**src/rtl/hazard_pkg.sv**
```systemverilog
// Shared types and constants for the pipeline hazard controller.
package hazard_pkg;

    typedef enum logic {
        RUN      = 1'b0,
        MUL_BUSY = 1'b1
    } mul_state_e;

    localparam logic [4:0] REG_ZERO        = 5'd0;
    localparam int         MUL_LAT_DEFAULT = 4;

    typedef struct packed {
        logic pc_write;
        logic ifid_write;
        logic ifid_flush;
        logic ctrl_sel;
        logic idex_write;
        logic busy;
    } hz_ctrl_t;

    // True when a nonzero destination feeds a source the ID instruction actually reads.
    function automatic logic reg_match(input logic [4:0] r, input logic [4:0] rs,
                                       input logic [4:0] rt, input logic uses_rt);
        return (r != REG_ZERO) && ((r == rs) || (uses_rt && (r == rt)));
    endfunction

endpackage

```
**src/rtl/mul_freeze_counter.sv**
```systemverilog
// Tracks multiply occupancy of EX; busy is high for MUL_LAT-1 cycles from the start pulse.
module mul_freeze_counter
    import hazard_pkg::*;
#(
    parameter int MUL_LAT = MUL_LAT_DEFAULT
) (
    input  logic clk,
    input  logic rst_n,
    input  logic mul_start,
    output logic busy
);

    localparam int F  = MUL_LAT - 1;
    localparam int CW = (MUL_LAT > 2) ? $clog2(MUL_LAT) : 1;
    localparam logic [CW-1:0] CNT_INIT = (F >= 2) ? CW'(F - 1) : '0;

    mul_state_e    state, state_nxt;
    logic [CW-1:0] cnt, cnt_nxt;

    always_ff @(posedge clk or negedge rst_n) begin
        if (!rst_n) begin
            state <= RUN;
            cnt   <= '0;
        end else begin
            state <= state_nxt;
            cnt   <= cnt_nxt;
        end
    end

    // The start cycle itself is frozen, so BUSY only covers the remaining F-1 cycles.
    always_comb begin
        state_nxt = state;
        cnt_nxt   = cnt;
        busy      = 1'b0;
        case (state)
            RUN: begin
                if (mul_start && (F >= 1)) busy = 1'b1;
                if (mul_start && (F >= 2)) begin
                    cnt_nxt   = CNT_INIT;
                    state_nxt = MUL_BUSY;
                end
            end
            MUL_BUSY: begin
                busy    = 1'b1;
                cnt_nxt = cnt - CW'(1);
                if (cnt == CW'(1)) state_nxt = RUN;
            end
            default: state_nxt = RUN;
        endcase
    end

endmodule

```
**src/rtl/hazard_control_unit.sv**
```systemverilog
// Load-use / branch-operand stall detection, ID-stage redirect and multiply freeze priority mux.
module hazard_control_unit
    import hazard_pkg::*;
#(
    parameter int MUL_LAT = MUL_LAT_DEFAULT
) (
    input  logic       Clk,
    input  logic       Rst,
    input  logic [4:0] IFID_Rs,
    input  logic [4:0] IFID_Rt,
    input  logic       IFID_UsesRt,
    input  logic       IDEX_MemRead,
    input  logic       IDEX_RegWrite,
    input  logic [4:0] IDEX_WriteReg,
    input  logic       EXMEM_MemRead,
    input  logic [4:0] EXMEM_WriteReg,
    input  logic       ID_Branch,
    input  logic       ID_Jump,
    input  logic       BranchTaken,
    input  logic       MulStart,
    output logic       PCWrite,
    output logic       IFIDWrite,
    output logic       IFIDFlush,
    output logic       CtrlSel,
    output logic       IDEXWrite,
    output logic       Busy
);

    logic     freeze, match_ex, match_mem, load_use, br_ex, br_mem, stall, redirect;
    hz_ctrl_t ctrl;

    mul_freeze_counter #(.MUL_LAT(MUL_LAT)) u_mul (
        .clk       (Clk),
        .rst_n     (Rst),
        .mul_start (MulStart),
        .busy      (freeze)
    );

    assign match_ex  = reg_match(IDEX_WriteReg,  IFID_Rs, IFID_Rt, IFID_UsesRt);
    assign match_mem = reg_match(EXMEM_WriteReg, IFID_Rs, IFID_Rt, IFID_UsesRt);
    assign load_use  = IDEX_MemRead & match_ex;
    // Branches compare in ID, so even ALU results in EX and loads in MEM arrive too late.
    assign br_ex     = ID_Branch & IDEX_RegWrite & match_ex;
    assign br_mem    = ID_Branch & EXMEM_MemRead & match_mem;
    assign stall     = load_use | br_ex | br_mem;
    assign redirect  = !stall & (ID_Jump | (ID_Branch & BranchTaken));

    always_comb begin
        ctrl = '{pc_write: 1'b1, ifid_write: 1'b1, ifid_flush: 1'b0,
                 ctrl_sel: 1'b0, idex_write: 1'b1, busy: 1'b0};
        if (!Rst)
            ctrl = '{pc_write: 1'b0, ifid_write: 1'b0, ifid_flush: 1'b1,
                     ctrl_sel: 1'b1, idex_write: 1'b0, busy: 1'b0};
        else if (freeze)
            ctrl = '{pc_write: 1'b0, ifid_write: 1'b0, ifid_flush: 1'b0,
                     ctrl_sel: 1'b0, idex_write: 1'b0, busy: 1'b1};
        else if (stall)
            ctrl = '{pc_write: 1'b0, ifid_write: 1'b0, ifid_flush: 1'b0,
                     ctrl_sel: 1'b1, idex_write: 1'b1, busy: 1'b0};
        else if (redirect)
            ctrl.ifid_flush = 1'b1;
    end

    assign PCWrite   = ctrl.pc_write;
    assign IFIDWrite = ctrl.ifid_write;
    assign IFIDFlush = ctrl.ifid_flush;
    assign CtrlSel   = ctrl.ctrl_sel;
    assign IDEXWrite = ctrl.idex_write;
    assign Busy      = ctrl.busy;

endmodule
```
**config.mk**
```make
export PLATFORM = sky130hd
export DESIGN_NAME = hazard_control_unit
export DESIGN_NICKNAME = d
export VERILOG_FILES = /design/src/rtl/hazard_pkg.sv /design/src/rtl/mul_freeze_counter.sv /design/src/rtl/hazard_control_unit.sv
export SDC_FILE = /design/constraint.sdc
export NUM_CORES = 1
export LEC_CHECK = 0
export CAP_MARGIN = 20
export CORE_UTILIZATION = 28
export CTS_CLUSTER_DIAMETER = 150
export DETAILED_ROUTE_END_ITERATION = 12
export GPL_TIMING_DRIVEN = 0
export PLACE_DENSITY = 0.7
export SYNTH_ARGS = -nofsm -noshare
export SYNTH_HDL_FRONTEND = slang
export SYNTH_HIERARCHICAL = 1
export SYNTH_SLANG_ARGS = --single-unit
```
**constraint.sdc**
```tcl
create_clock -name Clk -period 2.5 [get_ports Clk]
set_clock_uncertainty 0.2 [all_clocks]
set_input_delay 0.625 -clock Clk [delete_from_list [all_inputs] [get_ports Clk]]
set_output_delay 0.625 -clock Clk [all_outputs]
set_load 0.05 [all_outputs]
```
==> results of run 1 <==
## Yosys cell counts
master    instances  area share
nor3_1            2       0.022
o21ai_1           1       0.011
o211ai_1          1       0.017
a21oi_1           4       0.045
and2_1            2       0.028
nor4_1            2       0.028
nor2b_2           1       0.020
ha_1              1       0.028
nor2_1            4       0.033
inv_1             2       0.017
nor2_2            1       0.014
nor2b_1           1       0.014
xor2_1           18        0.35
xnor2_1           2       0.039
or4_1             2       0.033
a21bo_1           1       0.022
buf_4             1       0.017
mux2_4            1       0.033
o32a_1            1       0.022
dfrtp_1           3        0.17
a32oi_1           2       0.039
## kinds of logic after synthesis
group | count (synthesis) | share of synthesized area
XOR/XNOR | 20 | 0.390
AND/OR/NAND/NOR | 15 | 0.192
AO/OA/AOI/OAI | 10 | 0.156
buffers and inverters | 3 | 0.0334
flip-flops | 3 | 0.167
multiplexers | 1 | 0.0334
adder cells (fa/ha/maj) | 1 | 0.0279
## worst max-delay path, cell delays in order
cell     delay, ps
buf_8          100
xor2_1         150
nor4_1         300
a32oi_1        160
o32a_1         350
buf_4          150
o21ai_4        110
buf_6          170
## cell usage in the layout, fill, tap and decap left out, drive strengths merged
master / Yosys / routed
a21bo: 1 / 1
a21oi: 4 / 4
a32oi: 2 / 2
and2: 2 / 2
buf: 1 / 25
clkbuf: 0 / 6
clkdlybuf4s50: 0 / 8
dfrtp: 3 / 3
dlygate4sd2: 0 / 3
ha: 1 / 1
inv: 2 / 2
mux2: 1 / 1
nor2: 5 / 5
nor2b: 2 / 2
nor3: 2 / 2
nor4: 2 / 2
o211ai: 1 / 1
o21ai: 1 / 1
o32a: 1 / 1
or4: 2 / 2
xnor2: 2 / 2
xor2: 18 / 18
## area by class of cell
cell class | count | area share
flip-flops and latches | 3 | 0.0873
repair buffers | 37 | 0.384
clock buffers | 4 | 0.0306
multi-input cells | 47 | 0.448
inverters | 2 | 0.00873
plain buffers | 1 | 0.0175
well taps | 16 | 0.0233
## metal layers
metal,up-vias,track usage,share of wire
li1,271,-,-
met3,0,0.00862,0.042
met2,12,0.263,0.55
met1,234,0.198,0.41
met5,-,0,0
met4,0,0.0563,0
## state kept, by name, summed over array words and instances (netlist names)
| name | flops |
|---|---|
| u_mul/state | 1 |
| u_mul/cnt | 2 |
## power by group
| part | switching, W | total [W] | internal [W] |
|---|---|---|---|
| logic | 0.000124 | 0.000254 | 0.000130 |
| clock network | 0.0000234 | 0.0000831 | 0.0000597 |
| registers | 0.0000139 | 0.0000866 | 0.0000728 |
## path summary, 6_finish.rpt
| path | to | depth (start not counted) | startpoint |
|---|---|---|---|
| max | CtrlSel | 8 | IFID_Rt[4] |
| max reg2reg | u_mul/cnt[1]$_DFFE_PN0P_ | 3 | u_mul/cnt[0]$_DFFE_PN0P_ |
| max in group asynchronous | u_mul/cnt[0]$_DFFE_PN0P_ | 1 | Rst |
| min | u_mul/state$_DFF_PN0_ | 1 | Rst |
| min in group Clk | u_mul/state$_DFF_PN0_ | 1 | u_mul/state$_DFF_PN0_ |
| min reg2reg | u_mul/state$_DFF_PN0_ | 1 | u_mul/state$_DFF_PN0_ |
## per-stage QoR
step | setup TNS (ps) | cell area, sq um | worst slack (ps) | instances
finish | -1590 | 860 | -440 | 110
global route | -1840 | 860 | -468 | 110
detailed placement | -6790 | 843 | -1450 | 104
CTS | -1310 | 848 | -357 | 109
floorplan | -790 | 473 | -283 | 53
global placement | -6740 | 843 | -1440 | 104
## timing repair
action,4_1_cts,5_1_grt
gates resized for setup,124,7
setup endpoints to repair,6,6
pin swaps,14,3
setup buffers,1,1
==> flow_metrics.py, run 1 <==
metrics = {
    "yosys": {
        "syn_area_per_cell_sq_um": 8.48,
        "yosysSeqAreaShare": 0.167,
        "ys.warnings.count": 6,
        "ys_types": 21,
        "synth.cell_area_sq_um": 449,
        "ys_ff_latch": 3,
        "synthCells": 53,
        "synth_nets": 84,
    },
    "place": {
        "portBuffers": 35,
        "gp_congestion": 0.759,
        "place_hpwl_microns": 1120,
    },
    "cells_and_area": {
        "layout.nets": 126,
        "fill_cells": 147,
        "post-route-util": 0.571,
        "antenna_cells": 0,
        "drive_gt1_frac": 0.415,
        "regArea_sq_um": 75.1,
        "multi_input_area_sq_um": 385,
        "area_delta_synth_final_pct": 91.4,
    },
    "setup_path": {
        "worst_ep_required_time_ps": 1670,
        "cp-start-kind": "input port",
        "critPathMaxFanout": 3,
        "regToRegSetupSlack_ps": 1340,
        "criticalPathCategory": "input port to output pin",
        "crit_arrival_ps": 2110,
        "end_kind": "output pin",
    },
    "die": {
        "start_util": 0.298,
        "rows": 14,
        "coreArea_sq_um": 1510,
        "die_area_sq_um": 1770,
        "die_h_microns": 42.1,
        "fp.dieW_microns": 42.1,
        "pin_count": 36,
    },
    "clock_tree": {
        "cts_buffer_depth": 2,
        "cts_hold_buf": 0,
        "clk_latency_ps": 230,
        "cts_tree": "built",
        "htreeDepth": 1,
        "cts_root_buffer": "clkbuf_4",
        "clkSinkCount": 3,
        "numCtsBuffers": 3,
        "cts.clk_slew.worst_paths_ps": 40,
    },
    "routing": {
        "wl_per_cell_microns": 12.3,
        "via_per_inst": 4.70,
        "first_pass_iters": 4,
        "drc": 0,
        "postRouteAntennaNets": 0,
        "route.vias.total": 517,
        "drt-total-wl_microns": 1350,
        "drtIter0Drc": 3,
    },
    "worst_hold_path": {
        "hold_class": "input port to asynchronous set/reset pin",
    },
    "global_routing": {
        "grt_pass1_wl_microns": 2100,
        "grt_pass1_vias": 517,
        "track_usage": 0.152,
        "antenna_found_initial": 0,
        "overflow": 0,
        "grt_max_degree": 8,
    },
    "power": {
        "p_leak_nw": 0.388,
        "report.power.total_w": 0.000424,
        "ir_drop_uv": 478,
        "power_density_nw_per_um2": 493,
    },
    "run_status": {
        "violations": "setup timing",
        "outcome": "finished with violations",
    },
    "sta": {
        "timing.hold.ws_ps": 179,
        "final-setup-viol-count": 4,
        "maxSlewViolCount": 0,
        "rsz0062_at_grt": "true",
        "layout_setup_ws_ps": -440,
        "timing.fmax_mhz": 340,
        "relSlewSlack": 0.807,
        "report.final.hold_viol_count": 0,
        "fin_crit_sh": 1.18,
        "worst_pin_slew_ps": 290,
        "post-route-min-period_ps": 2940,
    },
    "run": {
        "drv_cap": 0,
    },
}
No activity file was read; power rests on OpenSTA's default activity.
==> run 2: changes to the inputs <==
--- a/config.mk
+++ b/config.mk
@@ -10,7 +10,7 @@
 export CTS_CLUSTER_DIAMETER = 150
 export DETAILED_ROUTE_END_ITERATION = 12
 export GPL_TIMING_DRIVEN = 0
-export PLACE_DENSITY = 0.7
+export PLACE_DENSITY_LB_ADDON = 0.15
 export SYNTH_ARGS = -nofsm -noshare
 export SYNTH_HDL_FRONTEND = slang
 export SYNTH_HIERARCHICAL = 1
==> run 2 against run 1 <==
The run still ends with setup timing left. Sequential power grew 4.5%. Die area unchanged. Routed wire length fell by 8.3%. Flip-flop and latch count unchanged. Combinational power is 3% lower. Utilization grew 0.17 points. Critical path depth is the same. Non-clock buffer count down 1. Critical path type unchanged. Critical endpoint is now PCWrite.
==> flow_metrics.py, run 2 (synthesized netlist as in run 1, its figures left out) <==
metrics = {
    "run_status": {
        "outcome": "finished with violations",
        "violations": "setup timing",
    },
    "setup_path": {
        "slowest_delay_ps": 370,
        "worst_ep_required_time_ps": 1670,
        "critPathMaxFanout": 3,
        "slowest_stage": "o32a_1",
        "cp-start-kind": "input port",
        "crit_top_cell": "buf_8",
        "cpLargestDelayFamily": "compound AO/OA/AOI/OAI gates",
        "end_kind": "output pin",
        "crit_buf_inv": 3,
        "crit_arrival_ps": 2090,
        "criticalPathCategory": "input port to output pin",
        "crit_path_cell_trace": "buf_6 > xor2_1 > nor4_1 > a32oi_1 > o32a_1 > and2_4 > buf_8 > buf_8",
    },
    "sta": {
        "timing.hold.ws_ps": 184,
        "rsz0062_at_grt": "true",
        "final-setup-viol-count": 4,
        "maxSlewViolCount": 0,
        "worst_pin_slew_ps": 295,
        "fin_crit_sh": 1.17,
        "relSlewSlack": 0.803,
        "post-route-min-period_ps": 2920,
        "timing.fmax_mhz": 343,
        "report.final.hold_viol_count": 0,
        "layout_setup_ws_ps": -416,
        "finalSetupTns_ps": -1500,
    },
    "worst_hold_path": {
        "hold_class": "input port to asynchronous set/reset pin",
    },
    "cells_and_area": {
        "layout_commonest_cell": "xor2_1",
        "layout.nets": 125,
        "regArea_sq_um": 75.1,
        "fill_cells": 143,
        "multi_input_area_sq_um": 392,
        "antenna_cells": 0,
        "area_delta_synth_final_pct": 91.9,
        "layout_common_cells": "18 x xor2_1, 8 x clkdlybuf4s50_1, 8 x buf_6",
        "top_register": "u_mul/cnt",
        "reg.largest.list": "u_mul/cnt x2, u_mul/state x1",
        "drive_gt1_frac": 0.387,
        "largest_reg_flops": 2,
        "design_area_sq_um": 862,
    },
    "power": {
        "p_leak_nw": 0.382,
        "power_density_nw_per_um2": 485,
        "report.power.total_w": 0.000418,
        "ir_drop_uv": 368,
    },
    "clock_tree": {
        "cts_buffer_depth": 2,
        "numCtsBuffers": 3,
        "cts_tree": "built",
        "cts.clk_slew.worst_paths_ps": 30,
        "cts_hold_buf": 0,
        "clkSinkCount": 3,
        "cts_root_buffer": "clkbuf_4",
        "clk_latency_ps": 230,
        "htreeDepth": 1,
    },
    "routing": {
        "drc": 0,
        "drt-total-wl_microns": 1240,
        "via_per_inst": 4.69,
        "drtIter0Drc": 8,
        "postRouteAntennaNets": 0,
        "wl_per_cell_microns": 11.4,
        "route.vias.total": 511,
        "first_pass_iters": 2,
    },
    "place": {
        "place_area_sq_um": 843,
        "gp_congestion": 0.738,
        "portBuffers": 35,
        "place_hpwl_microns": 1020,
    },
    "global_routing": {
        "grt.busiest_layer": "met2",
        "grtUsageMet1": 0.191,
        "grt_max_degree": 8,
        "grt_pass1_wl_microns": 2040,
        "antenna_found_initial": 0,
        "overflow": 0,
        "grt_util_met3": 0.0259,
        "grt_pass1_vias": 494,
        "met2_usage": 0.244,
        "track_usage": 0.150,
    },
    "die": {
        "rows": 14,
        "coreArea_sq_um": 1510,
        "start_util": 0.298,
        "pin_count": 36,
        "die_h_microns": 42.1,
        "die_area_sq_um": 1770,
        "fp.dieW_microns": 42.1,
    },
    "run": {
        "drv_cap": 0,
    },
}
-- run 2: worst reg2reg max path: cells and delay by family, from the launching register on --
kind | cells | cell delay (ps)
adder cells (fa/ha/maj) | 1 | 310
AO/OA/AOI/OAI | 1 | 40
AND/OR/NAND/NOR | 1 | 100
flip-flops | 1 | 390
-- run 2: final cells by class --
cell class | count | area share
multi-input cells | 47 | 0.454
clock buffers | 4 | 0.0305
repair buffers | 36 | 0.379
plain buffers | 1 | 0.0174
well taps | 16 | 0.0232
flip-flops and latches | 3 | 0.0871
inverters | 2 | 0.00871
-- run 2: per-stage QoR --
step           setup WS [ps]   util  cells
2_1_floorplan           -283      -     53
3_3_place_gp           -1460  0.560    104
3_5_place_dp           -1450  0.560    104
4_1_cts                 -450  0.559    109
5_1_grt                 -458  0.572    109
6_report                -416  0.572    109
-- run 2: worst paths after layout --
path | start | endpoint | slack, ps | cells past startpoint
hold / removal | Rst | u_mul/cnt[0]$_DFFE_PN0P_ | 180 | 1
hold reg to reg | u_mul/cnt[1]$_DFFE_PN0P_ | u_mul/cnt[1]$_DFFE_PN0P_ | 330 | 2
min in group Clk | u_mul/cnt[1]$_DFFE_PN0P_ | u_mul/cnt[1]$_DFFE_PN0P_ | 330 | 2
setup reg to reg | u_mul/cnt[0]$_DFFE_PN0P_ | u_mul/cnt[1]$_DFFE_PN0P_ | 1340 | 3
max in group asynchronous | Rst | u_mul/state$_DFF_PN0_ | 1690 | 1
setup / recovery | IFID_Rt[1] | PCWrite | -420 | 8
-- run 2: timing repair --
item                                    CTS  global route
endpoints found under the setup margin    6             6
resized for setup                       107            10
setup buffers                             1             0
pin swaps                                15             8
-- run 2: power breakdown --
| part | total [W] | leakage, nW | internal [W] | switching [W] |
|---|---|---|---|---|
| logic | 0.000246 | 0.334 | 0.000126 | 0.000120 |
| clock network | 0.0000815 | 0.0150 | 0.0000596 | 0.0000219 |
| registers | 0.0000905 | 0.0333 | 0.0000729 | 0.0000177 |
| total | 0.000418 | 0.382 | 0.000259 | 0.000160 |
-- run 2: per-layer routing --
metal / share of wire / up-vias
met2: 0.52 / 14
met1: 0.43 / 232
li1: - / 265
met4: 0 / 0
met3: 0.055 / 0
met5: 0 / -
==> run 3: changes to the inputs <==
--- a/config.mk
+++ b/config.mk
@@ -11,6 +11,7 @@
 export DETAILED_ROUTE_END_ITERATION = 12
 export GPL_TIMING_DRIVEN = 0
 export PLACE_DENSITY_LB_ADDON = 0.15
+export RECOVER_POWER = 25
 export SYNTH_ARGS = -nofsm -noshare
 export SYNTH_HDL_FRONTEND = slang
 export SYNTH_HIERARCHICAL = 1
==> results of run 3 <==
No change in the layout: final DEF, timing and power equal those of run 2.
